[src/rtl/writeback_pkg.sv]
`default_nettype none
// +--------------------------------------------------------------------+
// | writeback_pkg : icode constants, register specifiers, status enum  |
// | rev 1.0                                                            |
// +--------------------------------------------------------------------+
package writeback_pkg;

   localparam logic [3:0] IHALT   = 4'h0;
   localparam logic [3:0] INOP    = 4'h1;
   localparam logic [3:0] IRRMOVQ = 4'h2;
   localparam logic [3:0] IIRMOVQ = 4'h3;
   localparam logic [3:0] IRMMOVQ = 4'h4;
   localparam logic [3:0] IMRMOVQ = 4'h5;
   localparam logic [3:0] IOPQ    = 4'h6;
   localparam logic [3:0] IJXX    = 4'h7;
   localparam logic [3:0] ICALL   = 4'h8;
   localparam logic [3:0] IRET    = 4'h9;
   localparam logic [3:0] IPUSHQ  = 4'hA;
   localparam logic [3:0] IPOPQ   = 4'hB;

   localparam logic [3:0] RSP   = 4'h4;
   localparam logic [3:0] RNONE = 4'hF;

   typedef enum logic [1:0] {
      STAT_AOK = 2'b00,
      STAT_HLT = 2'b01,
      STAT_INS = 2'b10
   } stat_e;

endpackage
`default_nettype wire

[src/rtl/writeback_if.sv]
`default_nettype none
// +--------------------------------------------------------------------+
// | writeback_if : commit, register-read and status signals            |
// | rev 1.0                                                            |
// +--------------------------------------------------------------------+
interface writeback_if #(
   parameter int W = 64
);
   logic         valid_in;
   logic [3:0]   icode;
   logic [3:0]   rA;
   logic [3:0]   rB;
   logic         cnd;
   logic [W-1:0] valE;
   logic [W-1:0] valM;
   logic [3:0]   rd_addr_a;
   logic [3:0]   rd_addr_b;
   logic [W-1:0] rd_data_a;
   logic [W-1:0] rd_data_b;
   logic [1:0]   stat;
   logic [31:0]  commit_cnt;

   modport master (
      output valid_in, icode, rA, rB, cnd, valE, valM, rd_addr_a, rd_addr_b,
      input  rd_data_a, rd_data_b, stat, commit_cnt
   );

   modport slave (
      input  valid_in, icode, rA, rB, cnd, valE, valM, rd_addr_a, rd_addr_b,
      output rd_data_a, rd_data_b, stat, commit_cnt
   );
endinterface
`default_nettype wire

[src/rtl/writeback_regfile.sv]
`default_nettype none
// +--------------------------------------------------------------------+
// | writeback_regfile : NREG x W registers, 2 write ports (M wins),    |
// | 2 combinational read ports; rev 1.0                                |
// +--------------------------------------------------------------------+
module writeback_regfile #(
   parameter int NREG = 15,
   parameter int W    = 64
) (
   input  wire logic         clk,
   input  wire logic         rst_n,
   input  wire logic         we_e_i,
   input  wire logic [3:0]   waddr_e_i,
   input  wire logic [W-1:0] wdata_e_i,
   input  wire logic         we_m_i,
   input  wire logic [3:0]   waddr_m_i,
   input  wire logic [W-1:0] wdata_m_i,
   input  wire logic [3:0]   raddr_a_i,
   input  wire logic [3:0]   raddr_b_i,
   output logic      [W-1:0] rdata_a_o,
   output logic      [W-1:0] rdata_b_o
);

   logic [W-1:0] regs_q [NREG];

   // Port M is written last so it overrides port E on a shared index.
   always_ff @(posedge clk or negedge rst_n) begin
      if (!rst_n) begin
         for (int i = 0; i < NREG; i++) begin
            regs_q[i] <= '0;
         end
      end else begin
         if (we_e_i && ({28'd0, waddr_e_i} < 32'(NREG))) begin
            regs_q[waddr_e_i] <= wdata_e_i;
         end
         if (we_m_i && ({28'd0, waddr_m_i} < 32'(NREG))) begin
            regs_q[waddr_m_i] <= wdata_m_i;
         end
      end
   end

   assign rdata_a_o = ({28'd0, raddr_a_i} < 32'(NREG)) ? regs_q[raddr_a_i] : '0;
   assign rdata_b_o = ({28'd0, raddr_b_i} < 32'(NREG)) ? regs_q[raddr_b_i] : '0;

endmodule
`default_nettype wire

[src/rtl/writeback.sv]
`default_nettype none
// +--------------------------------------------------------------------+
// | writeback : destination decode, status FSM, retire counter         |
// | rev 1.0                                                            |
// +--------------------------------------------------------------------+
module writeback
   import writeback_pkg::*;
#(
   parameter int NREG = 15,
   parameter int W    = 64
) (
   input  wire logic clk,
   input  wire logic rst_n,
   writeback_if.slave bus
);

   stat_e       state_q, state_d;
   logic [31:0] commit_cnt_q, commit_cnt_d;
   logic [3:0]  w_dst_e, w_dst_m;
   logic        w_accept, w_retire;

   assign w_accept = bus.valid_in && (state_q == STAT_AOK);
   assign w_retire = w_accept && (bus.icode != IHALT) && (bus.icode <= IPOPQ);

   always_comb begin
      w_dst_e = RNONE;
      w_dst_m = RNONE;
      case (bus.icode)
         IRRMOVQ:                     w_dst_e = bus.cnd ? bus.rB : RNONE;
         IIRMOVQ, IOPQ:               w_dst_e = bus.rB;
         ICALL, IRET, IPUSHQ, IPOPQ:  w_dst_e = RSP;
         default:                     w_dst_e = RNONE;
      endcase
      if (bus.icode == IMRMOVQ || bus.icode == IPOPQ) begin
         w_dst_m = bus.rA;
      end
   end

   always_comb begin
      state_d      = state_q;
      commit_cnt_d = commit_cnt_q;
      if (w_accept) begin
         if (bus.icode == IHALT) begin
            state_d = STAT_HLT;
         end else if (bus.icode > IPOPQ) begin
            state_d = STAT_INS;
         end
      end
      if (w_retire && (commit_cnt_q != 32'hFFFF_FFFF)) begin
         commit_cnt_d = commit_cnt_q + 32'd1;
      end
   end

   always_ff @(posedge clk or negedge rst_n) begin
      if (!rst_n) begin
         state_q      <= STAT_AOK;
         commit_cnt_q <= '0;
      end else begin
         state_q      <= state_d;
         commit_cnt_q <= commit_cnt_d;
      end
   end

   writeback_regfile #(
      .NREG (NREG),
      .W    (W)
   ) u_regfile (
      .clk       (clk),
      .rst_n     (rst_n),
      .we_e_i    (w_retire && (w_dst_e != RNONE)),
      .waddr_e_i (w_dst_e),
      .wdata_e_i (bus.valE),
      .we_m_i    (w_retire && (w_dst_m != RNONE)),
      .waddr_m_i (w_dst_m),
      .wdata_m_i (bus.valM),
      .raddr_a_i (bus.rd_addr_a),
      .raddr_b_i (bus.rd_addr_b),
      .rdata_a_o (bus.rd_data_a),
      .rdata_b_o (bus.rd_data_b)
   );

   assign bus.stat       = state_q;
   assign bus.commit_cnt = commit_cnt_q;

endmodule
`default_nettype wire

[src/flat_wrapper.sv]
// flat-port wrapper written by rule: the top's interface ports become plain ports
module writeback_flat import writeback_pkg::*;
#(
   parameter int NREG = 15,
   parameter int W    = 64
)
  (clk, rst_n, bus_valid_in, bus_icode, bus_rA, bus_rB, bus_cnd, bus_valE, bus_valM, bus_rd_addr_a, bus_rd_addr_b, bus_rd_data_a, bus_rd_data_b, bus_stat, bus_commit_cnt);
  writeback_if #(.W(W)) bus_i ();
  input  wire logic clk;
  input  wire logic rst_n;
  input wire logic [$bits(bus_i.valid_in)-1:0] bus_valid_in;
  input wire logic [$bits(bus_i.icode)-1:0] bus_icode;
  input wire logic [$bits(bus_i.rA)-1:0] bus_rA;
  input wire logic [$bits(bus_i.rB)-1:0] bus_rB;
  input wire logic [$bits(bus_i.cnd)-1:0] bus_cnd;
  input wire logic [$bits(bus_i.valE)-1:0] bus_valE;
  input wire logic [$bits(bus_i.valM)-1:0] bus_valM;
  input wire logic [$bits(bus_i.rd_addr_a)-1:0] bus_rd_addr_a;
  input wire logic [$bits(bus_i.rd_addr_b)-1:0] bus_rd_addr_b;
  output wire logic [$bits(bus_i.rd_data_a)-1:0] bus_rd_data_a;
  output wire logic [$bits(bus_i.rd_data_b)-1:0] bus_rd_data_b;
  output wire logic [$bits(bus_i.stat)-1:0] bus_stat;
  output wire logic [$bits(bus_i.commit_cnt)-1:0] bus_commit_cnt;
  assign bus_i.valid_in = bus_valid_in;
  assign bus_i.icode = bus_icode;
  assign bus_i.rA = bus_rA;
  assign bus_i.rB = bus_rB;
  assign bus_i.cnd = bus_cnd;
  assign bus_i.valE = bus_valE;
  assign bus_i.valM = bus_valM;
  assign bus_i.rd_addr_a = bus_rd_addr_a;
  assign bus_i.rd_addr_b = bus_rd_addr_b;
  assign bus_rd_data_a = bus_i.rd_data_a;
  assign bus_rd_data_b = bus_i.rd_data_b;
  assign bus_stat = bus_i.stat;
  assign bus_commit_cnt = bus_i.commit_cnt;
  writeback #(.NREG(NREG), .W(W)) u_core (.clk(clk), .rst_n(rst_n), .bus(bus_i));
endmodule
[config.mk]
export PLATFORM = sky130hd
export DESIGN_NAME = writeback_flat
export DESIGN_NICKNAME = d
export VERILOG_FILES = /design/src/rtl/writeback_pkg.sv /design/src/rtl/writeback_if.sv /design/src/rtl/writeback_regfile.sv /design/src/rtl/writeback.sv /design/src/flat_wrapper.sv
export SDC_FILE = /design/constraint.sdc
export NUM_CORES = 2
export LEC_CHECK = 0
export ABC_AREA = 0
export ABC_CLOCK_PERIOD_IN_PS = 2500
export CELL_PAD_IN_SITES_DETAIL_PLACEMENT = 0
export CELL_PAD_IN_SITES_GLOBAL_PLACEMENT = 1
export CORE_MARGIN = 10
export CORE_UTILIZATION = 30
export DETAILED_ROUTE_END_ITERATION = 6
export PLACE_DENSITY_LB_ADDON = 0.25
export SLEW_MARGIN = 10
export SYNTH_ARGS = -nofsm -noshare
export SYNTH_HDL_FRONTEND = slang
export SYNTH_SLANG_ARGS = --single-unit
[constraint.sdc]
create_clock -name clk -period 2.5 [get_ports clk]
set_input_delay 0.25 -clock clk [delete_from_list [all_inputs] [get_ports clk]]
set_output_delay 0.25 -clock clk [all_outputs]
set_load 0.05 [all_outputs]
Word-level counts from Yosys, hierarchy flattened
Cells that the tools add are included.
{"block": "totals", "regBits": 994, "in_bits": 152, "output_inout_bits": 162, "word_cells": 84}
{"block": "op_classes", "addsub": 1, "order_cmp": 12, "eq_ne": 11, "n_mux": 21, "n_bitwise": 4, "reduce_logical": 18}
{"operator": "bitwise mux 960 bit", "n": 2}
{"operator": "2-to-1 mux 960 bit", "n": 2}
{"operator": "binary-select mux 64 bit (select 4 bit)", "n": 2}
{"operator": "demux 64 bit (select 4 bit)", "n": 2}
{"operator": "2-to-1 mux 64 bit", "n": 8}
{"operator": "adder 32 x 1 -> 32 bit, second input constant", "n": 1}
{"operator": "!= test 32 bit, second input constant", "n": 1}
{"operator": ">= comparator 5 bit, second input constant", "n": 4}
{"operator": "inverter 4 -> 5 bit", "n": 4}
{"operator": "== test 4 bit, second input constant", "n": 4}
{"operator": "< comparator 4 bit, second input constant", "n": 4}
{"operator": "one-hot mux 4 bit (3 select lines)", "n": 1}
{"operator": "logical AND 1 bit", "n": 10}
{"operator": "< comparator 5 x 1 -> 1 bit, second input constant", "n": 2}
{"operator": "== test 4 x 2 -> 1 bit, second input constant", "n": 2}
{"operator": "== test 4 x 3 -> 1 bit, second input constant", "n": 2}
{"operator": "2-to-1 mux 4 bit", "n": 2}
{"operator": "!= test 4 bit, second input constant", "n": 2}
{"operator": "> comparator 4 bit, second input constant", "n": 1}
{"operator": "less-or-equal comparator 4 bit, second input constant", "n": 1}
{"operator": "logical NOT 4 bit", "n": 1}
{"operator": "2-to-1 mux 2 bit", "n": 2}
{"operator": "nonzero test 4 bit", "n": 1}
{"operator": "OR reduction 4 bit", "n": 1}
{"operator": "5 further kinds", "n": 5}

Logic depth before layout (Yosys ltp)
{"block": "depth", "depth_word": 12, "depth_mapped": 9}

Hierarchy
Synthesis repeated with hierarchy kept, for this count alone.
{"block": "hier_totals", "hier_cells": 7350, "area_unflattened_um2": 66097.1}
{"module": "writeback_regfile", "n_inst": 1, "cells_each": 7177, "area_each_um2": 64327.9, "seq_area_each_um2": 24023.0}
{"module": "writeback", "n_inst": 1, "cells_each": 173, "area_each_um2": 1769.2, "seq_area_each_um2": 850.8}

Least setup slack after synthesis
Ideal clock, no wire load.
{"block": "synth_path", "kind": "input to output", "startpoint": "in bus_rd_addr_b[0]", "endpoint": "out bus_rd_data_b[0]", "arrival_ns": 2.391, "required_ns": 2.250, "path_slack_ns": -0.141, "cell_stages": 5, "path_buffers": 3, "cell_sequence": "clkbuf_1 -> clkbuf_1 -> buf_1 -> mux4_2 -> mux4_2"}
{"block": "synth_between", "elab_chain_cells": 5}
{"element": "start, declared", "line": "flat_wrapper.sv:19", "rtl": "input wire logic [$bits(bus_i.rd_addr_b)-1:0] bus_rd_addr_b;"}
{"element": "inverter 4 -> 5 bit (not written as such)", "line": "writeback_regfile.sv:43", "rtl": "assign rdata_b_o = ({28'd0, raddr_b_i} < 32'(NREG)) ? regs_q[raddr_b_i] : '0;"}
{"element": "binary-select mux 64 bit (select 4 bit)", "line": "writeback_regfile.sv:43"}
{"element": "2-to-1 mux 64 bit (not written as such) (2 in series)", "line": "writeback_regfile.sv:43"}
{"element": "2-to-1 mux 64 bit *", "line": "writeback_regfile.sv:43"}
{"element": "end, declared", "line": "flat_wrapper.sv:21", "rtl": "output wire logic [$bits(bus_i.rd_data_b)-1:0] bus_rd_data_b;"}
Every way passes the cells marked *; elsewhere a longest branch is shown, timed or not. The select of a mux whose other input is x is not followed.

Final worst setup path
{"block": "layout_path", "startpoint": "reg u_core.u_regfile.regs_q[523] (netlist name)", "endpoint": "out bus_rd_data_a[11]"}
{"block": "layout_between", "elab_chain_cells": 4}
{"element": "start, declared", "line": "writeback_regfile.sv:24", "rtl": "logic [W-1:0] regs_q [NREG];"}
{"element": "start signal, assigned by index", "line": "writeback_regfile.sv:34", "rtl": "regs_q[waddr_e_i] <= wdata_e_i;"}
{"element": "start signal, assigned by index", "line": "writeback_regfile.sv:37", "rtl": "regs_q[waddr_m_i] <= wdata_m_i;"}
{"element": "binary-select mux 64 bit (select 4 bit)", "line": "writeback_regfile.sv:42", "rtl": "assign rdata_a_o = ({28'd0, raddr_a_i} < 32'(NREG)) ? regs_q[raddr_a_i] : '0;"}
{"element": "2-to-1 mux 64 bit (not written as such) (2 in series)", "line": "writeback_regfile.sv:42"}
{"element": "2-to-1 mux 64 bit", "line": "writeback_regfile.sv:42"}
{"element": "end, declared", "line": "flat_wrapper.sv:20", "rtl": "output wire logic [$bits(bus_i.rd_data_a)-1:0] bus_rd_data_a;"}
Every way passes these cells. The select of a mux whose other input is x is not followed.

==> flow_metrics.py <==
metrics = {
    "power": {
        "p_switching_mw": 10.7,
        "p_int_mw": 28.9,
        "p_clk_share_pct": 47.8,
        "powerDensity_nw_per_um2": 507,
        "combPwrFrac_pct": 10.9,
        "seq_power_share_pct": 41.3,
        "vdd_drop_max_v": 0.000695,
        "cellLeakagePower_nw": 36.1,
        "p_total_mw": 39.5,
        "power.share.switching_pct": 27.0,
    },
    "timing": {
        "finalHoldViolations": 0,
        "setup_slack_ns": -0.257,
        "fin_skew_ns": 0.0164,
        "hold_ws_ns": 0.00372,
        "fmax_mhz": 363,
        "rsz0062_at_grt": "true",
        "slew_headroom_pct": 41.7,
        "final_max_slew_viol_count": 0,
        "worst_pin_slew_ns": 0.872,
        "setup_viol_count_final": 128,
        "final.min_clock_period_ns": 2.76,
        "final.period_utilization_pct": 110,
    },
    "setup_path": {
        "crit_type": "reg2out",
        "cp-start-kind": "register",
        "r2r_cells": 7,
        "reg2reg_to": "u_core.u_regfile.regs_q[523]",
        "path_depth": 3,
        "endpoint_kind": "primary output",
        "slowest_delay_ns": 0.60,
        "path_common_cell": "mux4_2",
        "crit_buf_inv": 1,
        "r2r_start": "u_core.bus.stat[0]",
        "worst-r2r-setup-slack_ns": 0.05,
        "critPathRequiredTime_ns": 2.25,
        "cp_slowest_cell": "mux4_2",
        "cp_cell_sequence": "mux4_2 -> mux4_2 -> buf_12",
        "path_delay_family": "multiplexers",
        "worstPathMaxFanout": 3,
        "cp.arrival_ns": 2.51,
    },
    "die": {
        "chipWidth_microns": 474,
        "ios": 314,
        "core_sq_um": 205000,
        "initial_core_util_pct": 30.2,
        "die_area_sq_um": 225000,
        "rows": 166,
        "die_y_microns": 474,
    },
    "clock_tree": {
        "cts-buffers-inserted": 121,
        "h-tree-depth": 3,
        "cts_tree": "yes",
        "clk_pin_slew_ns": 0.06,
        "worstSkewPairLatency_ns": 0.78,
        "clock_sinks": 994,
        "cts-root-buf": "clkbuf_16",
        "cts_buffer_depth": 3,
    },
    "route": {
        "drt-initial-drc-count": 5531,
        "route.detailed.drc": 0,
        "ant_nets": 0,
        "drtPass1Iterations": 6,
        "wl_per_cell_microns": 29.0,
        "wl_microns": 273000,
        "vias": 53200,
        "viasPerCell": 5.67,
    },
    "grt": {
        "gr-total-overflow": 0,
        "grt_usage_pct": 23.6,
        "antenna_found_initial": 22,
        "grt_pass1_wl_microns": 393000,
        "grt_max_degree": 95,
        "grt_pass1_vias": 52600,
    },
    "placed_design": {
        "dp_hpwl_microns": 176000,
        "port_buffers": 313,
        "place_inst": 9091,
        "place_congestion": 0.858,
        "dpl_cell_area_sq_um": 73100,
    },
    "worst_hold_path": {
        "min_path_type": "in2async",
    },
    "logic_synthesis": {
        "yosysSeqAreaShare_pct": 40.2,
        "ys_types": 54,
        "ys.warnings.count": 0,
        "async_reset_ff_share_pct": 100,
        "synth_edf_count": 0,
        "synthesis.area_sq_um": 61900,
        "synth_fp_nets": 6463,
        "synth.ff_latch_count": 994,
        "syn_area_per_cell_sq_um": 9.80,
        "synth-main-ff-cell": "dfrtp_1",
        "netlist_instances": 6310,
    },
    "finish": {
        "final_common_cell": "dfrtp_1",
        "final_util_pct": 38.1,
        "fin_cells": 9389,
        "area_growth_pct": 26.1,
        "fin_area_sq_um": 78000,
        "layout_common_cells": "dfrtp_1 (990), nand2_1 (979), nor2_1 (913)",
        "drive_above_1_share_pct": 21.2,
        "fin_nets": 6734,
    },
    "run_status": {
        "violations": "setup timing",
        "outcome": "finished, violations left",
    },
    "flow_run": {
        "maxCapViolCount": 0,
    },
}
## synthesized netlist by cell type, types with 8 or more instances
cell type  number  area [sq um]
dfrtp_1       994         24900
nand2_1       981          3680
nor2_1        913          3430
mux2i_1       705          7060
a21oi_1       644          3220
mux4_2        512         11500
clkbuf_1      492          1850
a31oi_1       450          2820
inv_1         134           503
o21ai_0       129           646
buf_2          91           455
buf_1          64           240
nand4_1        26           163
buf_4          24           180
nand3_1        21           105
xnor2_1        20           175
buf_6          11           124
and3_1         10          62.6
nor3_1         10          50.1
xor2_1          8          70.1
## sequential cells by signal (all words and copies together), names as in the netlist
register and count:
u_core.bus.commit_cnt 32, u_core.u_regfile.regs_q 960, u_core.bus.stat 2
## power groups by stage
stage	logic [mW]	registers [mW]	clock network [mW]
finish	4.29	16.3	18.9
global placement	4.27	16.6	0
detailed placement	4.28	16.6	0
global route	4.53	16.3	19.9
floorplan	1.89	16.6	0
CTS	4.31	16.3	19.3
## per-stage QoR
step           TNS, ns  worst slack [ns]
3_3_place_gp   -357.67            -0.573
4_1_cts         -28.26            -0.322
5_1_grt         -28.59            -0.310
3_5_place_dp   -373.80            -0.577
6_report        -20.92            -0.257
2_1_floorplan        0            0.0444
## final cells by class
| cell class | count | area, sq um |
|---|---|---|
| diodes | 12 | 30.0 |
| clock buffers | 185 | 3600 |
| clock inverters | 46 | 567 |
| fillers | 20000 | 127000 |
| inverters | 134 | 503 |
| multi-input cells | 4500 | 33900 |
| flip-flops and latches | 994 | 24900 |
| well taps | 2688 | 3360 |
| repair buffers | 830 | 11100 |
## worst max path at each step
| stage | to | slack, ns | from |
|---|---|---|---|
| floorplan | u_core.u_regfile.regs_q[772] | 0.04 | u_core.bus.stat[0] |
| global placement | u_core.u_regfile.regs_q[27] | -0.57 | bus_icode[0] |
| detailed placement | u_core.u_regfile.regs_q[20] | -0.58 | bus_icode[0] |
| CTS | bus_rd_data_a[11] | -0.32 | u_core.u_regfile.regs_q[523] |
| global route | bus_rd_data_a[11] | -0.31 | u_core.u_regfile.regs_q[523] |
| finish | bus_rd_data_a[11] | -0.26 | u_core.u_regfile.regs_q[523] |
## cells by family (layout without fill, tap and decap cells)
kind of cell | count (synthesis) | in the layout | synth area share (%)
adder cells (fa/ha/maj) | 1 | 1 | 0.0202
other | 0 | 12 | 0
XOR/XNOR | 28 | 28 | 0.396
AO/OA/AOI/OAI | 1236 | 1236 | 11.0
AND/OR/NAND/NOR | 2017 | 2017 | 12.9
buffers and inverters | 816 | 1195 | 5.42
flip-flops | 994 | 994 | 40.2
multiplexers | 1218 | 1218 | 30.1
## worst reg2reg max path: cells and delay by family, from the launching register on
kind                   cells  cell delay [ns]
AOI/OAI and AO/OA          2             0.29
buffers and inverters      2             0.51
muxes                      1             0.33
DFF                        1             0.43
and+or+nand+nor            2             0.78
## layer usage
layer	track usage [%]	routed length, microns	part of all wire, %	vias to the layer above
met5	0	106	0.039	-
met4	9.07	11200	4.1	18
met2	37.1	126000	46	2334
met3	4.30	19500	7.1	557
met1	32.2	116000	43	27200
li1	-	-	-	23100
## timing repair
action	CTS	global route
endpoints found under the hold margin	413	0
endpoints found under the setup margin	204	248
gates cloned	0	2
pin swaps	1	9
setup buffers	20	33
resized for setup	38	17
hold buffers	1	0
Power figures use the tool's default switching activity.
